--- config.mk ---
export PLATFORM = sky130hd
export DESIGN_NAME = ddr_axi_selftest_flat
export DESIGN_NICKNAME = d
export VERILOG_FILES = /design/src/rtl/ddr_axi_selftest_if.sv /design/src/rtl/ddr_axi_selftest.sv /design/src/flat_wrapper.sv
export SDC_FILE = /design/constraint.sdc
export NUM_CORES = 1
export LEC_CHECK = 0
export CORE_MARGIN = 4
export CORE_UTILIZATION = 27
export DETAILED_ROUTE_END_ITERATION = 10
export HOLD_SLACK_MARGIN = 0.03
export REMOVE_ABC_BUFFERS = 1
export SLEW_MARGIN = 25
export SYNTH_ARGS = -nofsm -noshare
export SYNTH_HDL_FRONTEND = slang
export SYNTH_SLANG_ARGS = --single-unit
--- constraint.sdc ---
create_clock -name core_clk -period 4.1 [get_ports core_clk]
set_clock_uncertainty 0.05 [all_clocks]
set_input_delay 0.615 -clock core_clk [delete_from_list [all_inputs] [get_ports core_clk]]
set_output_delay 0.615 -clock core_clk [all_outputs]
set_load 0.02 [all_outputs]
--- src/rtl/ddr_axi_selftest_if.sv ---
// AXI-style write/read channels between the memory self-test master and the DDR controller.
interface ddr_axi_selftest_if #(
   parameter int AW = 26,
   parameter int DW = 16
);
   logic          awvalid;
   logic          awready;
   logic [AW-1:0] awaddr;
   logic [7:0]    awlen;
   logic          wvalid;
   logic          wready;
   logic          wlast;
   logic [DW-1:0] wdata;
   logic          bvalid;
   logic          bready;
   logic          arvalid;
   logic          arready;
   logic [AW-1:0] araddr;
   logic [7:0]    arlen;
   logic          rvalid;
   logic          rready;
   logic          rlast;
   logic [DW-1:0] rdata;

   modport master (
      output awvalid, awaddr, awlen, wvalid, wlast, wdata, bready,
             arvalid, araddr, arlen, rready,
      input  awready, wready, bvalid, arready, rvalid, rlast, rdata
   );

   modport slave (
      input  awvalid, awaddr, awlen, wvalid, wlast, wdata, bready,
             arvalid, araddr, arlen, rready,
      output awready, wready, bvalid, arready, rvalid, rlast, rdata
   );
endinterface

--- src/rtl/ddr_axi_selftest.sv ---
// Memory self-test master: writes a counting pattern over a region in fixed-length bursts,
// reads it back, and reports the mismatch count and the first failing byte address.
module ddr_axi_selftest #(
   parameter int              BA_BITS   = 2,
   parameter int              ROW_BITS  = 13,
   parameter int              COL_BITS  = 11,
   parameter int              DQ_LEVEL  = 1,
   parameter int              BURST_LEN = 8,
   parameter longint unsigned BASE_ADDR = 0
) (
   input  logic                                         core_clk,
   input  logic                                         core_rst,
   input  logic                                         start_i,
   input  logic [15:0]                                  test_bursts_i,
   output logic                                         busy_o,
   output logic                                         done_o,
   output logic                                         pass_o,
   output logic [15:0]                                  err_count_o,
   output logic [BA_BITS+ROW_BITS+COL_BITS+DQ_LEVEL-2:0] first_err_addr_o,
   ddr_axi_selftest_if.master                           axi
);

   localparam int            AW        = BA_BITS + ROW_BITS + COL_BITS + DQ_LEVEL - 1;
   localparam int            DW        = 8 << DQ_LEVEL;
   localparam int            HW        = DW / 2;
   localparam logic [AW-1:0] BASE      = AW'(BASE_ADDR);
   localparam logic [AW-1:0] STEP      = AW'(BURST_LEN << DQ_LEVEL);
   localparam logic [7:0]    LAST_BEAT = 8'(BURST_LEN - 1);

   typedef enum logic [2:0] {
      S_IDLE,
      S_AW,
      S_W,
      S_B,
      S_AR,
      S_R,
      S_DONE
   } state_e;

   state_e        state_q, state_d;
   logic [15:0]   bursts_q, bursts_d;
   logic [15:0]   k_q, k_d;
   logic [7:0]    beat_q, beat_d;
   logic [HW-1:0] n_q, n_d;
   logic [AW-1:0] addr_q, addr_d;
   logic [15:0]   err_q, err_d;
   logic [AW-1:0] firstErr_q, firstErr_d;

   logic [DW-1:0] pattern;
   logic          lastBeat;
   logic [15:0]   kNext;
   logic          lastBurst;
   logic [AW-1:0] beatAddr;
   logic          rdErr;

   assign pattern   = {~n_q, n_q};
   assign lastBeat  = (beat_q == LAST_BEAT);
   assign kNext     = k_q + 16'd1;
   assign lastBurst = (kNext == bursts_q);
   assign beatAddr  = addr_q + (AW'(beat_q) << DQ_LEVEL);
   // rlast is only checked, never trusted: the beat counter alone closes a burst.
   assign rdErr     = (axi.rdata != pattern) || (axi.rlast != lastBeat);

   always_ff @(posedge core_clk or posedge core_rst) begin
      if (core_rst) begin
         state_q    <= S_IDLE;
         bursts_q   <= '0;
         k_q        <= '0;
         beat_q     <= '0;
         n_q        <= '0;
         addr_q     <= '0;
         err_q      <= '0;
         firstErr_q <= '0;
      end else begin
         state_q    <= state_d;
         bursts_q   <= bursts_d;
         k_q        <= k_d;
         beat_q     <= beat_d;
         n_q        <= n_d;
         addr_q     <= addr_d;
         err_q      <= err_d;
         firstErr_q <= firstErr_d;
      end
   end

   always_comb begin
      state_d    = state_q;
      bursts_d   = bursts_q;
      k_d        = k_q;
      beat_d     = beat_q;
      n_d        = n_q;
      addr_d     = addr_q;
      err_d      = err_q;
      firstErr_d = firstErr_q;
      case (state_q)
         S_IDLE, S_DONE: begin
            if (start_i) begin
               bursts_d   = test_bursts_i;
               k_d        = '0;
               beat_d     = '0;
               n_d        = '0;
               addr_d     = BASE;
               err_d      = '0;
               firstErr_d = '0;
               state_d    = (test_bursts_i == 16'd0) ? S_DONE : S_AW;
            end
         end
         S_AW: begin
            if (axi.awready) state_d = S_W;
         end
         S_W: begin
            if (axi.wready) begin
               n_d = n_q + HW'(1);
               if (lastBeat) begin
                  beat_d  = '0;
                  state_d = S_B;
               end else begin
                  beat_d = beat_q + 8'd1;
               end
            end
         end
         S_B: begin
            if (axi.bvalid) begin
               if (lastBurst) begin
                  k_d     = '0;
                  n_d     = '0;
                  addr_d  = BASE;
                  state_d = S_AR;
               end else begin
                  k_d     = kNext;
                  addr_d  = addr_q + STEP;
                  state_d = S_AW;
               end
            end
         end
         S_AR: begin
            if (axi.arready) state_d = S_R;
         end
         S_R: begin
            if (axi.rvalid) begin
               if (rdErr) begin
                  if (err_q == 16'd0) firstErr_d = beatAddr;
                  if (err_q != 16'hFFFF) err_d = err_q + 16'd1;
               end
               n_d = n_q + HW'(1);
               if (lastBeat) begin
                  beat_d = '0;
                  if (lastBurst) begin
                     state_d = S_DONE;
                  end else begin
                     k_d     = kNext;
                     addr_d  = addr_q + STEP;
                     state_d = S_AR;
                  end
               end else begin
                  beat_d = beat_q + 8'd1;
               end
            end
         end
         default: state_d = S_IDLE;
      endcase
   end

   assign axi.awvalid = (state_q == S_AW);
   assign axi.awaddr  = addr_q;
   assign axi.awlen   = LAST_BEAT;
   assign axi.wvalid  = (state_q == S_W);
   assign axi.wlast   = (state_q == S_W) && lastBeat;
   assign axi.wdata   = pattern;
   assign axi.bready  = (state_q == S_B);
   assign axi.arvalid = (state_q == S_AR);
   assign axi.araddr  = addr_q;
   assign axi.arlen   = LAST_BEAT;
   assign axi.rready  = (state_q == S_R);

   assign busy_o           = (state_q != S_IDLE) && (state_q != S_DONE);
   assign done_o           = (state_q == S_DONE);
   assign pass_o           = (state_q == S_DONE) && (err_q == 16'd0);
   assign err_count_o      = err_q;
   assign first_err_addr_o = firstErr_q;

endmodule

--- src/flat_wrapper.sv ---
// flat-port wrapper written by rule: the top's interface ports become plain ports
module ddr_axi_selftest_flat 
#(
   parameter int              BA_BITS   = 2,
   parameter int              ROW_BITS  = 13,
   parameter int              COL_BITS  = 11,
   parameter int              DQ_LEVEL  = 1,
   parameter int              BURST_LEN = 8,
   parameter longint unsigned BASE_ADDR = 0
)
  (core_clk, core_rst, start_i, test_bursts_i, busy_o, done_o, pass_o, err_count_o, first_err_addr_o, axi_awvalid, axi_awaddr, axi_awlen, axi_wvalid, axi_wlast, axi_wdata, axi_bready, axi_arvalid, axi_araddr, axi_arlen, axi_rready, axi_awready, axi_wready, axi_bvalid, axi_arready, axi_rvalid, axi_rlast, axi_rdata);
  ddr_axi_selftest_if #(.AW((26)), .DW((16))) axi_i ();
  input  logic core_clk;
  input  logic core_rst;
  input  logic start_i;
  input  logic [15:0] test_bursts_i;
  output logic busy_o;
  output logic done_o;
  output logic pass_o;
  output logic [15:0] err_count_o;
  output logic [BA_BITS+ROW_BITS+COL_BITS+DQ_LEVEL-2:0] first_err_addr_o;
  output wire logic [$bits(axi_i.awvalid)-1:0] axi_awvalid;
  output wire logic [$bits(axi_i.awaddr)-1:0] axi_awaddr;
  output wire logic [$bits(axi_i.awlen)-1:0] axi_awlen;
  output wire logic [$bits(axi_i.wvalid)-1:0] axi_wvalid;
  output wire logic [$bits(axi_i.wlast)-1:0] axi_wlast;
  output wire logic [$bits(axi_i.wdata)-1:0] axi_wdata;
  output wire logic [$bits(axi_i.bready)-1:0] axi_bready;
  output wire logic [$bits(axi_i.arvalid)-1:0] axi_arvalid;
  output wire logic [$bits(axi_i.araddr)-1:0] axi_araddr;
  output wire logic [$bits(axi_i.arlen)-1:0] axi_arlen;
  output wire logic [$bits(axi_i.rready)-1:0] axi_rready;
  input wire logic [$bits(axi_i.awready)-1:0] axi_awready;
  input wire logic [$bits(axi_i.wready)-1:0] axi_wready;
  input wire logic [$bits(axi_i.bvalid)-1:0] axi_bvalid;
  input wire logic [$bits(axi_i.arready)-1:0] axi_arready;
  input wire logic [$bits(axi_i.rvalid)-1:0] axi_rvalid;
  input wire logic [$bits(axi_i.rlast)-1:0] axi_rlast;
  input wire logic [$bits(axi_i.rdata)-1:0] axi_rdata;
  assign axi_awvalid = axi_i.awvalid;
  assign axi_awaddr = axi_i.awaddr;
  assign axi_awlen = axi_i.awlen;
  assign axi_wvalid = axi_i.wvalid;
  assign axi_wlast = axi_i.wlast;
  assign axi_wdata = axi_i.wdata;
  assign axi_bready = axi_i.bready;
  assign axi_arvalid = axi_i.arvalid;
  assign axi_araddr = axi_i.araddr;
  assign axi_arlen = axi_i.arlen;
  assign axi_rready = axi_i.rready;
  assign axi_i.awready = axi_awready;
  assign axi_i.wready = axi_wready;
  assign axi_i.bvalid = axi_bvalid;
  assign axi_i.arready = axi_arready;
  assign axi_i.rvalid = axi_rvalid;
  assign axi_i.rlast = axi_rlast;
  assign axi_i.rdata = axi_rdata;
  ddr_axi_selftest #(.BA_BITS(BA_BITS), .ROW_BITS(ROW_BITS), .COL_BITS(COL_BITS), .DQ_LEVEL(DQ_LEVEL), .BURST_LEN(BURST_LEN), .BASE_ADDR(BASE_ADDR)) u_core (.core_clk(core_clk), .core_rst(core_rst), .start_i(start_i), .test_bursts_i(test_bursts_i), .busy_o(busy_o), .done_o(done_o), .pass_o(pass_o), .err_count_o(err_count_o), .first_err_addr_o(first_err_addr_o), .axi(axi_i));
endmodule
==> flow_summary.ini <==
[placed_design]
dp_hpwl_mm = 16.04
gp_congestion = 0.8585
port_buffers = 150
dpl_cell_area_mm2 = 0.009107

[timing]
finalCriticalPeriod_ps = 3492
tns_ps = 0
fmax_ghz = 0.2864
fin_crit_sh = 0.8516
hold_viol = 0
slew_headroom = 0.3906
tightest_slew_ps = 911.9
maxSlewViolCount = 0
whs_ps = 423.8
setup_violations = 0
rsz0062_at_grt = no

[synth]
synth_top_area_frac = 0.3804
ys_warn_count = 0
synth_largest_area_cell = dfrtp_1
avgSynthCellArea_um2 = 8.436
ys_types = 68
synth_seq_cells = 114
async_flop_share = 1.000
syn_inst = 889
synthTopCellsByArea = dfrtp_1 (38%), nand2_1 (7.1%), buf_4 (4.9%)
netlist_area_mm2 = 0.007500
ys_seq_area_frac = 0.3804
yosys_most_used_dff = dfrtp_1
synth_edf_count = 0

[status]
status = completed

[grt]
grt_pass1_wl_mm = 35.82
antenna_found_initial = 0
grt_util_all_layers = 0.1420
first_global_vias = 6537
grt_max_degree = 51
grt.overflow.total = 0

[cells_and_area]
final_nets = 1052
drive_gt1_frac = 0.07517
antennaDiodeCount = 0
most-common-layout-cells = clkdlybuf4s50_1 (150), nand2_1 (142), dfrtp_1 (114), a21oi_1 (43), nand3_1 (40)
area_growth_pct = 28.63
layout_commonest_cell = clkdlybuf4s50_1
final_cell_area_mm2 = 0.009647

[clock_tree]
cts_resized = 0
cts_root_buf = clkbuf_16
htreeDepth = 4
numCtsBuffers = 17
cts_sinks = 114
cts_setup_buffers = 0
cts_buffer_depth = 2
clk_pin_slew_ps = 60
cts_tree = built
holdBufCountCts = 0
clk_latency_ps = 430

[routing]
drt_iter0_drc = 387
avgRoutedWirePerCell_um = 15.93
routed_wl_mm = 22.03
vias = 7020
drc = 0
firstDrtPassIters = 5
vias_per_cell = 5.076
ant_nets = 0

[hold_path]
hp-class = flop to flop

[run]
drv_cap = 0

[floorplan]
die_width_um = 174.7
rows = 60
die_area_mm2 = 0.03051
coreArea_mm2 = 0.02718
fp.dieH_um = 174.7
top_level_ports = 176
start_util = 0.2760

[worst_setup_path]
critical_path_class = flop to primary output
critical_path_required_ps = 3430
start_kind = flop
critPathArrivalTime_ps = 2830
cp-end-kind = primary output
path_max_fanout = 20

[pwr]
p_leak_nw = 3.787
power.density_mw_per_mm2 = 480.3
peakVddDrop_mv = 0.3843
==> final cells by class <==
cell class	count	area, um^2
multi-input cells	676	4083
fillers	2811	17530
repair buffers	165	1614
clock inverters	14	110.1
clock buffers	18	429.2
flip-flops and latches	114	2853
well taps	372	465.4
inverters	24	92.59
==> Yosys cell counts, types with 6 or more instances <==
cell and instances:
nand2_1 142, dfrtp_1 114, buf_4 49, a21oi_1 43, nand3_1 40, nor2_1 39
o31ai_1 37, o21ai_0 36, clkbuf_1 35, xnor2_1 30, or4_1 22, inv_1 21
nor3_1 20, xor2_1 17, nand4_1 15, nor4_1 15, o22ai_1 14, ha_1 13
a31oi_1 12, and3_1 12, or2_2 11, nand2b_1 10, nor2b_1 10, or3_1 10
buf_2 9, o311ai_0 8, o41ai_1 8, a22o_1 7, mux2i_1 6, o211ai_1 6
==> critical path, cell delays in order, from the launching register on <==
cell and delay, ps:
dfrtp_1 680, nand2_1 310, buf_4 310, inv_1 400
clkdlybuf4s50_1 700
==> power by group <==
group          internal, mW  leakage [nW]  switching, mW
clock                 0.776         0.253          0.581
sequential             1.28          1.55          0.248
combinational         0.661          1.98           1.09
total                  2.72          3.79           1.91
==> through the flow <==
stage / power [mW] / utilization / instances / worst slack [ps]
finish: 4.633 / 0.3550 / 1383 / 608.5
global route: 4.926 / 0.3550 / 1383 / 456.5
CTS: 4.664 / 0.3550 / 1383 / 583.2
detailed placement: 3.285 / 0.3351 / 1351 / 771.5
global placement: 3.262 / 0.3351 / 1351 / 849.7
floorplan: 2.594 / - / 814 / 294.2
==> metal layers <==
layer / global-route usage / vias up / part of all wire
li1: - / 3410 / -
met3: 0.03592 / 21 / 0.070
met4: 0.04223 / 0 / 0.014
met2: 0.2091 / 249 / 0.43
met5: 0 / - / 0
met1: 0.2052 / 3340 / 0.48
==> worst paths after layout <==
| check | start | end | slack, ps | cells after the start |
|---|---|---|---|---|
| worst min register to register | u_core.first_err_addr_o[22] | u_core.first_err_addr_o[22] | 420 | 2 |
| worst max-delay path | u_core.state_q[2] | axi_rready | 610 | 4 |
| worst min-delay path | u_core.first_err_addr_o[22] | u_core.first_err_addr_o[22] | 420 | 2 |
| max in group asynchronous | core_rst | u_core.bursts_q[9] | 2570 | 3 |
| min in group asynchronous | core_rst | u_core.first_err_addr_o[2] | 570 | 2 |
| worst max register to register | u_core.state_q[2] | u_core.err_count_o[13] | 750 | 7 |
==> cells by family after synthesis <==
family | share of synthesized area
and+or+nand+nor | 0.2558
buffers and inverters | 0.08759
muxes | 0.008008
adders and majority gates | 0.02169
xor gates and xnor gates | 0.05489
other | 0.001001
AOI/OAI and AO/OA | 0.1907
DFF | 0.3804
==> state kept, by name, summed over array words and instances (netlist names) <==
register                 count
u_core.first_err_addr_o     25
u_core.axi.araddr           22
u_core.bursts_q             16
u_core.err_count_o          16
u_core.k_q                  16
u_core.beat_q                8
u_core.n_q                   8
u_core.state_q               3
(Power assumes the default switching activity.)
